===== src/rtl/i2c_sram_bridge.sv =====
// I2C slave bridge to an 8-bit SRAM: device-address match, 1/2-byte pointer, burst write, sequential read.
// Bus events are seen 3 clocks after the pads. SDA updates 1 clock after the scl fall. No backpressure: the master paces every bit.
module i2c_sram_bridge #(
  parameter logic [6:0] SLAVE_ADDR = 7'h50,
  parameter int         ADDR_BYTES = 1,
  parameter int         DEPTH      = 256
) (
  input  logic clock,
  input  logic reset,
  input  logic ce,
  input  logic scl,
  input  logic sda_in,
  output logic sda_oe,
  output logic busy,
  output logic wr_strobe
);
  localparam int PW = $clog2(DEPTH);

  typedef enum logic [3:0] {
    IDLE, DEV_ADDR, DEV_ACK, PTR, PTR_ACK, WR_DATA, WR_ACK, RD_DATA, RD_ACK, WAIT_STOP
  } state_t;

  state_t        state_q, state_d;
  logic [2:0]    scl_sync_q, scl_sync_d, sda_sync_q, sda_sync_d;
  logic [2:0]    bit_cnt_q, bit_cnt_d;
  logic [6:0]    shift_q, shift_d;
  logic [PW-1:0] ptr_q, ptr_d;
  logic [7:0]    hi_q, hi_d;
  logic          ptr_idx_q, ptr_idx_d;
  logic          rw_q, rw_d;
  logic          ld_q, ld_d;
  logic          sda_oe_q, sda_oe_d;
  logic          busy_q, busy_d;
  logic          wr_strobe_q, wr_strobe_d;
  logic          mem_we;
  logic [7:0]    mem_q [DEPTH];

  logic          scl_rise, scl_fall, start_det, stop_det;
  logic [7:0]    rx_byte, rd_byte;
  logic [15:0]   ptr_full;
  logic [PW-1:0] ptr_inc;

  assign scl_sync_d = {scl_sync_q[1:0], scl};
  assign sda_sync_d = {sda_sync_q[1:0], sda_in};
  assign scl_rise   =  scl_sync_q[1] & ~scl_sync_q[2];
  assign scl_fall   = ~scl_sync_q[1] &  scl_sync_q[2];
  assign start_det  =  scl_sync_q[1] & scl_sync_q[2] &  sda_sync_q[2] & ~sda_sync_q[1];
  assign stop_det   =  scl_sync_q[1] & scl_sync_q[2] & ~sda_sync_q[2] &  sda_sync_q[1];

  assign rx_byte  = {shift_q, sda_sync_q[1]};
  assign rd_byte  = mem_q[ptr_q];
  assign ptr_full = (ADDR_BYTES == 2) ? {hi_q, rx_byte} : {8'h00, rx_byte};
  assign ptr_inc  = (ptr_q == PW'(DEPTH - 1)) ? '0 : ptr_q + PW'(1);

  always_comb begin
    state_d     = state_q;
    bit_cnt_d   = bit_cnt_q;
    shift_d     = shift_q;
    ptr_d       = ptr_q;
    hi_d        = hi_q;
    ptr_idx_d   = ptr_idx_q;
    rw_d        = rw_q;
    ld_d        = 1'b0;
    sda_oe_d    = sda_oe_q;
    busy_d      = busy_q;
    wr_strobe_d = 1'b0;
    mem_we      = 1'b0;
    if (!ce || stop_det) begin
      state_d  = IDLE;
      sda_oe_d = 1'b0;
      busy_d   = 1'b0;
    end else if (start_det) begin
      state_d   = DEV_ADDR;
      bit_cnt_d = '0;
      sda_oe_d  = 1'b0;
      ptr_idx_d = 1'b0;
    end else begin
      case (state_q)
        DEV_ADDR, PTR, WR_DATA: begin
          if (scl_rise) begin
            shift_d   = rx_byte[6:0];
            bit_cnt_d = bit_cnt_q + 3'd1;
            if (bit_cnt_q == 3'd7) begin
              if (state_q == DEV_ADDR) begin
                if (rx_byte[7:1] == SLAVE_ADDR) begin
                  state_d = DEV_ACK;
                  rw_d    = rx_byte[0];
                end else begin
                  state_d = WAIT_STOP;
                  busy_d  = 1'b0;
                end
              end else if (state_q == PTR) begin
                state_d = PTR_ACK;
                if (ADDR_BYTES == 2 && !ptr_idx_q) begin
                  hi_d      = rx_byte;
                  ptr_idx_d = 1'b1;
                end else begin
                  ptr_d     = ptr_full[PW-1:0];
                  ptr_idx_d = 1'b0;
                end
              end else begin
                state_d     = WR_ACK;
                mem_we      = 1'b1;
                wr_strobe_d = 1'b1;
                ptr_d       = ptr_inc;
              end
            end
          end
        end
        // First fall in an ACK state pulls SDA low, the second one releases it and moves on.
        DEV_ACK, PTR_ACK, WR_ACK: begin
          if (scl_fall) begin
            if (!sda_oe_q) begin
              sda_oe_d = 1'b1;
              if (state_q == DEV_ACK) busy_d = 1'b1;
            end else begin
              sda_oe_d  = 1'b0;
              bit_cnt_d = '0;
              if (state_q == DEV_ACK) begin
                state_d = rw_q ? RD_DATA : PTR;
                ld_d    = rw_q;
              end else if (state_q == PTR_ACK) begin
                state_d = ptr_idx_q ? PTR : WR_DATA;
              end else begin
                state_d = WR_DATA;
              end
            end
          end
        end
        RD_DATA: begin
          if (ld_q) begin
            shift_d   = rd_byte[6:0];
            sda_oe_d  = ~rd_byte[7];
            bit_cnt_d = '0;
          end else if (scl_fall) begin
            if (bit_cnt_q == 3'd7) begin
              state_d  = RD_ACK;
              sda_oe_d = 1'b0;
            end else begin
              shift_d   = {shift_q[5:0], 1'b0};
              sda_oe_d  = ~shift_q[6];
              bit_cnt_d = bit_cnt_q + 3'd1;
            end
          end
        end
        // Only an ACKed slot ever reaches the scl fall here; a NACK leaves on the rise.
        RD_ACK: begin
          if (scl_rise) begin
            ptr_d = ptr_inc;
            if (sda_sync_q[1]) state_d = WAIT_STOP;
          end else if (scl_fall) begin
            state_d = RD_DATA;
            ld_d    = 1'b1;
          end
        end
        default: ;
      endcase
    end
  end

  always_ff @(posedge clock) begin
    if (!reset) begin
      state_q     <= IDLE;
      scl_sync_q  <= 3'b111;
      sda_sync_q  <= 3'b111;
      bit_cnt_q   <= '0;
      shift_q     <= '0;
      ptr_q       <= '0;
      hi_q        <= '0;
      ptr_idx_q   <= 1'b0;
      rw_q        <= 1'b0;
      ld_q        <= 1'b0;
      sda_oe_q    <= 1'b0;
      busy_q      <= 1'b0;
      wr_strobe_q <= 1'b0;
    end else begin
      state_q     <= state_d;
      scl_sync_q  <= scl_sync_d;
      sda_sync_q  <= sda_sync_d;
      bit_cnt_q   <= bit_cnt_d;
      shift_q     <= shift_d;
      ptr_q       <= ptr_d;
      hi_q        <= hi_d;
      ptr_idx_q   <= ptr_idx_d;
      rw_q        <= rw_d;
      ld_q        <= ld_d;
      sda_oe_q    <= sda_oe_d;
      busy_q      <= busy_d;
      wr_strobe_q <= wr_strobe_d;
    end
  end

  // Storage is deliberately outside reset so contents survive a reset.
  always_ff @(posedge clock) begin
    if (reset && mem_we) mem_q[ptr_q] <= rx_byte;
  end

  assign sda_oe    = sda_oe_q;
  assign busy      = busy_q;
  assign wr_strobe = wr_strobe_q;
endmodule


===== config.mk =====
export PLATFORM = sky130hd
export DESIGN_NAME = i2c_sram_bridge
export DESIGN_NICKNAME = d
export VERILOG_FILES = /design/src/rtl/i2c_sram_bridge.sv
export SDC_FILE = /design/constraint.sdc
export NUM_CORES = 2
export LEC_CHECK = 0
export BUFFER_PORTS_ARGS = -buffer_cell sky130_fd_sc_hd__buf_2
export CORE_ASPECT_RATIO = 1.25
export CORE_MARGIN = 3
export CORE_UTILIZATION = 30
export DETAILED_ROUTE_END_ITERATION = 16
export PLACE_DENSITY = 0.55
export SYNTH_ARGS = -nofsm -noshare
export SYNTH_HDL_FRONTEND = slang
export SYNTH_SLANG_ARGS = --single-unit

===== constraint.sdc =====
create_clock -name clock -period 7.8 [get_ports clock]
set_input_delay 0.39 -clock clock [delete_from_list [all_inputs] [get_ports clock]]
set_output_delay 0.39 -clock clock [all_outputs]
set_load 0.05 [all_outputs]

== Word-level counts from Yosys, hierarchy flattened ==
Memories as Yosys holds them, arrays and structs flattened. A register that Yosys moved wholly into a read port is not among the register bits.
Index checks and enable logic that the tools add are counted.

* Bits of input ports: 5
* Memories: 1
* RAM bits: 2048
* Latch bits: 0
* Logic and storage cells: 175
* ROM bits: 0
* Output and inout port bits: 3
* Register bits: 34

* Muxes and demuxes: 76
* $add $sub $neg: 2
* Reductions and logical operators: 27
* Bitwise operators: 16
* Equality and inequality tests: 40
* Divide/modulo/power cells: 0
* Shift operators: 0
* Multiply operators: 0
* $lt $le $gt $ge: 0

{| class="wikitable"
|+ Memory list
! name !! words !! width !! rd ports !! clocked after memory_dff !! wr ports !! line !! source
|-
| mem_q || 256 || 8 || 1 || 1 || 1 || 36 || <nowiki>logic [7:0] mem_q [DEPTH];</nowiki>
|}

{| class="wikitable"
|+ Operator list
! operator !! count
|-
| $mux W8 || 8
|-
| $mux W4 || 12
|-
| $mux W1 || 33
|-
| $mux W3 || 11
|-
| $ne A3 B3 Y1 const B || 11
|-
| $mux W7 || 4
|-
| $ne A2 B2 Y1 const B || 14
|-
| $reduce_and A7 Y1 || 3
|-
| $reduce_and A10 Y1 || 2
|-
| $eq A4 B3 Y1 const B || 4
|-
| $ne A4 B4 Y1 const B || 4
|-
| $pmux W4 S4 || 1
|-
| $pmux W8 S2 || 1
|-
| $reduce_bool A2 Y1 || 8
|-
| $pmux W7 S2 || 1
|-
| $reduce_and A6 Y1 || 2
|-
| $not A1 Y1 || 9
|-
| $pmux W3 S3 || 1
|-
| $reduce_and A9 Y1 || 1
|-
| $reduce_or A3 Y1 || 3
|-
| $add A8 B1 Y8 const B || 1
|-
| $eq A4 B2 Y1 const B || 2
|-
| $eq A8 B8 Y1 const B || 1
|-
| $reduce_bool A4 Y1 || 2
|-
| other kinds (14) || 22
|}

== Logic depth before layout (Yosys ltp) ==
* Depth after elaboration: 11
* Gate-level depth with buffers: 13
* Gate-level depth less buffers: 9

== Worst setup path before layout ==
OpenSTA, ideal clock, no wires.

* Path kind: register -> register
* Start: register sda_sync_q[1]
* End: memory mem_q[160][0], enable pin
* Cell stages (with the launch flop): 10
* Buffers on the path: 3
* Period minus slack after synthesis: 6.397 ns
* Slack: 1.403 ns
* Required time: 7.430 ns
* Library setup time: 0.370 ns
* Arrival time: 6.027 ns
* Path through: dfxtp_1 > buf_2 > xnor2_1 > o21ai_1 > or4_1 > buf_2 > nor3b_2 > nand2_1 > buf_2 > nor2_1

* Longest elaborated chain between the ends: 7
* Elaborated cells between the ends (all ways): 9
* Those cells by class: 4 x mux; 3 x bitwise; 2 x reduce/logical

{| class="wikitable"
|+ Ends and longest elaborated chain
! what !! line !! source
|-
| start: declaration || 24 || <nowiki>logic [2:0] scl_sync_q, scl_sync_d, sda_sync_q, sda_sync_d;</nowiki>
|-
| start signal: assignment || 179 || <nowiki>sda_sync_q <= sda_sync_d;</nowiki>
|-
| $not A1 Y1 || 47 || <nowiki>assign start_det = scl_sync_q[1] & scl_sync_q[2] & sda_sync_q[2] & ~sda_sync_q[1];</nowiki>
|-
| $and A1 B1 Y1 || 47 ||
|-
| $mux W1 || -- ||
|-
| $mux W1 * || 68 || <nowiki>if (!ce || stop_det) begin</nowiki>
|-
| $logic_and A1 B1 Y1 * || 195 || <nowiki>if (reset && mem_we) mem_q[ptr_q] <= rx_byte;</nowiki>
|-
| $mux W1 * || 195 ||
|-
| $mux W1 (not written as such) * || 195 ||
|-
| end: declaration || 36 ||
|}

Every way passes the cells marked *; elsewhere a longest branch is shown, timed or not.

== Final worst setup path ==
* Start: register sda_sync_q[1]
* End: memory mem_q[167][6], enable pin

The elaborated chain is that of the path after synthesis.

==> impl_results.md <==
- Io pins: 8
- First-pass GRT wire length: between 300,000 and 400,000 um
- CTS Buf Count: 197
- Post-CTS setup repair buffer count: 0
- Post-Syn Area per Cell: 21.0 sq um
- Post-synthesis cell area: 82,100 sq um
- H-tree level count: 4
- Fin util: 0.340
- LEAKAGE: 31.1 nW
- CP Launch Type: register
- Yosys reg bits: 2,089
- Core Footprint: 272,000 sq um
- PortBufs: 7
- WP data arrival: approximately 5400 ps
- DRT antenna net count: 0
- Slew Viols, Final: 0
- CP required: between 8000 and 9000 ps
- Worst skew pair latency: between 800 and 900 ps
- Total wire length: roughly 220,000 um
- Clock Pin Slew Worst Setup and Hold Paths: ~60 ps
- Setup Skew: 45.6 ps
- Design area: approximately 92,000 sq um
- RSZ-0062 raised after global routing: false
- Fraction of layout cells with a size suffix above 1: 0.234
- Leading area contributor after synthesis: edfxtp_1
- Register area: 62,400 sq um
- CTS tree: done
- Die area: 280,000 sq um
- Setup crit end kind: register
- Final hold vios: 0
- Post-synth ARST share: 0
- HPWL Detailed: 139,000 um
- Worst-Margin Slew: 1260 ps
- Gr ovfl total: 0
- Mapped Cells: 3,907
- Antenna violations before repair: 5
- Hold crit path type: register to register
- Number of global-route vias before repair: a little over 40,000
- Setup Crit Path Kind: register to register
- Pin count of the biggest net entering global routing: 192
- Placed Cells: 7,348
- Area Growth Syn to Fin: 12.7%
- Post-synth top cells: edfxtp_1, mux4_2, nor2_1
- Sequential share of the synthesized area: 0.760
- Finished Layout Cells: roughly 7,700
- Synth unique cells: 80
- Power, Total: 21.9 mW
- Status: completed
- Initial Util: 0.302
- Mapped Nets: 3,922
- Rows: about 210
- Die width: around 470 um
- Filler instances: around 25,000
- First-pass DRT Iterations: 5
- Number of synthesized flops with an enable pin: 2,048
- Clock Tree Root: clkbuf_16
- Maximum VDD drop: 187 uV
- Fmax: 201 MHz
- Die Ht: 591 um
- Hold path depth: 1
- Most common cell in the netlist: edfxtp_1
- GP Congestion: approximately 0.9
- Synth top area share: 0.750
- Post-DR wirelength/cell: 28.9 um
- DRC: 0
- Multi-input logic area: 18,300 sq um
- Post-layout min period: 4970 ps
- Critical path fanouts, max: 57
- GRT Total Usage: 0.157
- Setup TNS: 0 ps
- DR iter-0 viols: 4,330
- Maxcap violations: 0
- Period utilization: 0.638
- Vias: 39,900
- Synth warn: 0
- Final setup vio count: 0
- Post-Place Cell Area: 86,000 sq um
- Final net count: 4,003
- Power per cell area: roughly 240 nW/um^2
- Top FF cell, synth: edfxtp_1
- FF-to-FF path depth: 6
- Vias per inst: about 5.2
- Clk sinks: 2,089
- Synth area leaders: edfxtp_1, mux4_2, nor2_1
- Relative slew margins: 0.149
- Clock tree buffer depth: 4
## cell families (layout without fill, tap and decap cells)
group	Yosys count	count (layout)	synth area share
other cells	0	3	0
compound gates	326	326	0.0272
fa+ha+maj	10	10	0.00152
mux	646	646	0.161
buf+inv	242	477	0.0183
flops	2089	2089	0.760
xor+xnor	2	2	0.000214
simple gates	592	592	0.0319
## stage by stage
step	hold WS [ps]	setup WS, ps
6_report	453	2830
5_1_grt	458	2720
4_1_cts	407	2760
3_5_place_dp	396	2770
3_3_place_gp	418	2880
2_1_floorplan	386	1400
## cells in the final DEF (no fill, tap or decap), types with 7 or more instances in the layout
| master | netlist | layout |
|---|---|---|
| edfxtp_1 | 2048 | 2048 |
| mux4_2 | 514 | 514 |
| nor2_1 | 319 | 318 |
| clkbuf_16 | 0 | 197 |
| nand2_1 | 109 | 107 |
| mux2i_1 | 88 | 88 |
| buf_4 | 32 | 82 |
| a21oi_1 | 63 | 63 |
| a22oi_1 | 48 | 48 |
| o22ai_1 | 39 | 39 |
| o21ai_0 | 37 | 37 |
| nand3_1 | 37 | 34 |
| clkbuf_1 | 79 | 31 |
| clkinv_2 | 0 | 31 |
| clkinv_1 | 1 | 29 |
| dfxtp_1 | 41 | 28 |
| bufinv_16 | 0 | 25 |
| mux2_2 | 24 | 24 |
| nor3_1 | 22 | 22 |
| mux4_1 | 19 | 19 |
| nor2b_1 | 21 | 18 |
| inv_1 | 17 | 17 |
| and2_1 | 17 | 17 |
| nand2b_1 | 17 | 17 |
| a211oi_1 | 17 | 17 |
| clkinvlp_4 | 0 | 17 |
| a221oi_1 | 16 | 16 |
| a31oi_1 | 16 | 16 |
| dfxtp_4 | 0 | 13 |
| ha_1 | 10 | 10 |
| o221ai_1 | 9 | 9 |
| o21ai_1 | 8 | 8 |
| nand4_1 | 8 | 8 |
| inv_6 | 0 | 8 |
| clkinv_4 | 0 | 8 |
| buf_12 | 5 | 8 |
| o211ai_1 | 7 | 7 |
| buf_2 | 54 | 7 |
## timing repair
action,4_1_cts,5_1_grt
hold endpoints to repair,12,0
resized for setup,0,0
hold buffers,5,0
## critical path, cell delays in order (launching register included)
cell	delay, ps
dfxtp_4	810
xnor2_1	260
o21ai_1	260
or4_1	760
nor3b_2	820
nand2_1	790
nor2_1	830
## path summary, 6_finish.rpt
kind | startpoint | end | slack, ps
max | sda_sync_q[1]$_SDFF_PN1_ | mem_q[167][6]$_DFFE_PP_ | 2830
min | scl_sync_q[0]$_SDFF_PN1_ | scl_sync_q[1]$_SDFF_PN1_ | 450
max reg2reg | sda_sync_q[1]$_SDFF_PN1_ | mem_q[167][6]$_DFFE_PP_ | 2830
min reg2reg | scl_sync_q[0]$_SDFF_PN1_ | scl_sync_q[1]$_SDFF_PN1_ | 450
## sequential cells by signal, indices dropped and copies added, names as in the netlist, named ones only
signal / cells
busy: 1
wr_strobe: 1
mem_q: 2048
state_q: 4
sda_sync_q: 3
rw_q: 1
ld_q: 1
scl_sync_q: 3
shift_q: 7
bit_cnt_q: 3
ptr_q: 8
sda_oe: 1
## layout make-up
type	instances	area share
Antenna cell	3	0.0000812
Clock buffer	230	0.0549
Clock inverter	123	0.0147
Inverter	21	0.000879
Multi-Input combinational cell	1576	0.198
Sequential cell	2089	0.674
Tap cell	3564	0.0482
Timing Repair Buffer	103	0.00941
## power breakdown
part	leakage, nW	internal (mW)	switching [mW]	total, mW
combinational	5.17	0.00901	0.0299	0.0389
clock	3.10	5.51	4.21	9.72
sequential	22.8	12.1	0.00646	12.1
total	31.1	17.7	4.25	21.9
## per-layer routing
| metal | share of wire | GRT usage | up-vias |
|---|---|---|---|
| li1 | - | - | 16400 |
| met1 | 0.39 | 0.202 | 21500 |
| met2 | 0.50 | 0.267 | 1512 |
| met3 | 0.060 | 0.0213 | 394 |
| met4 | 0.046 | 0.0644 | 2 |
| met5 | 0.000085 | 0 | - |
No activity file was read; power rests on OpenSTA's default activity.
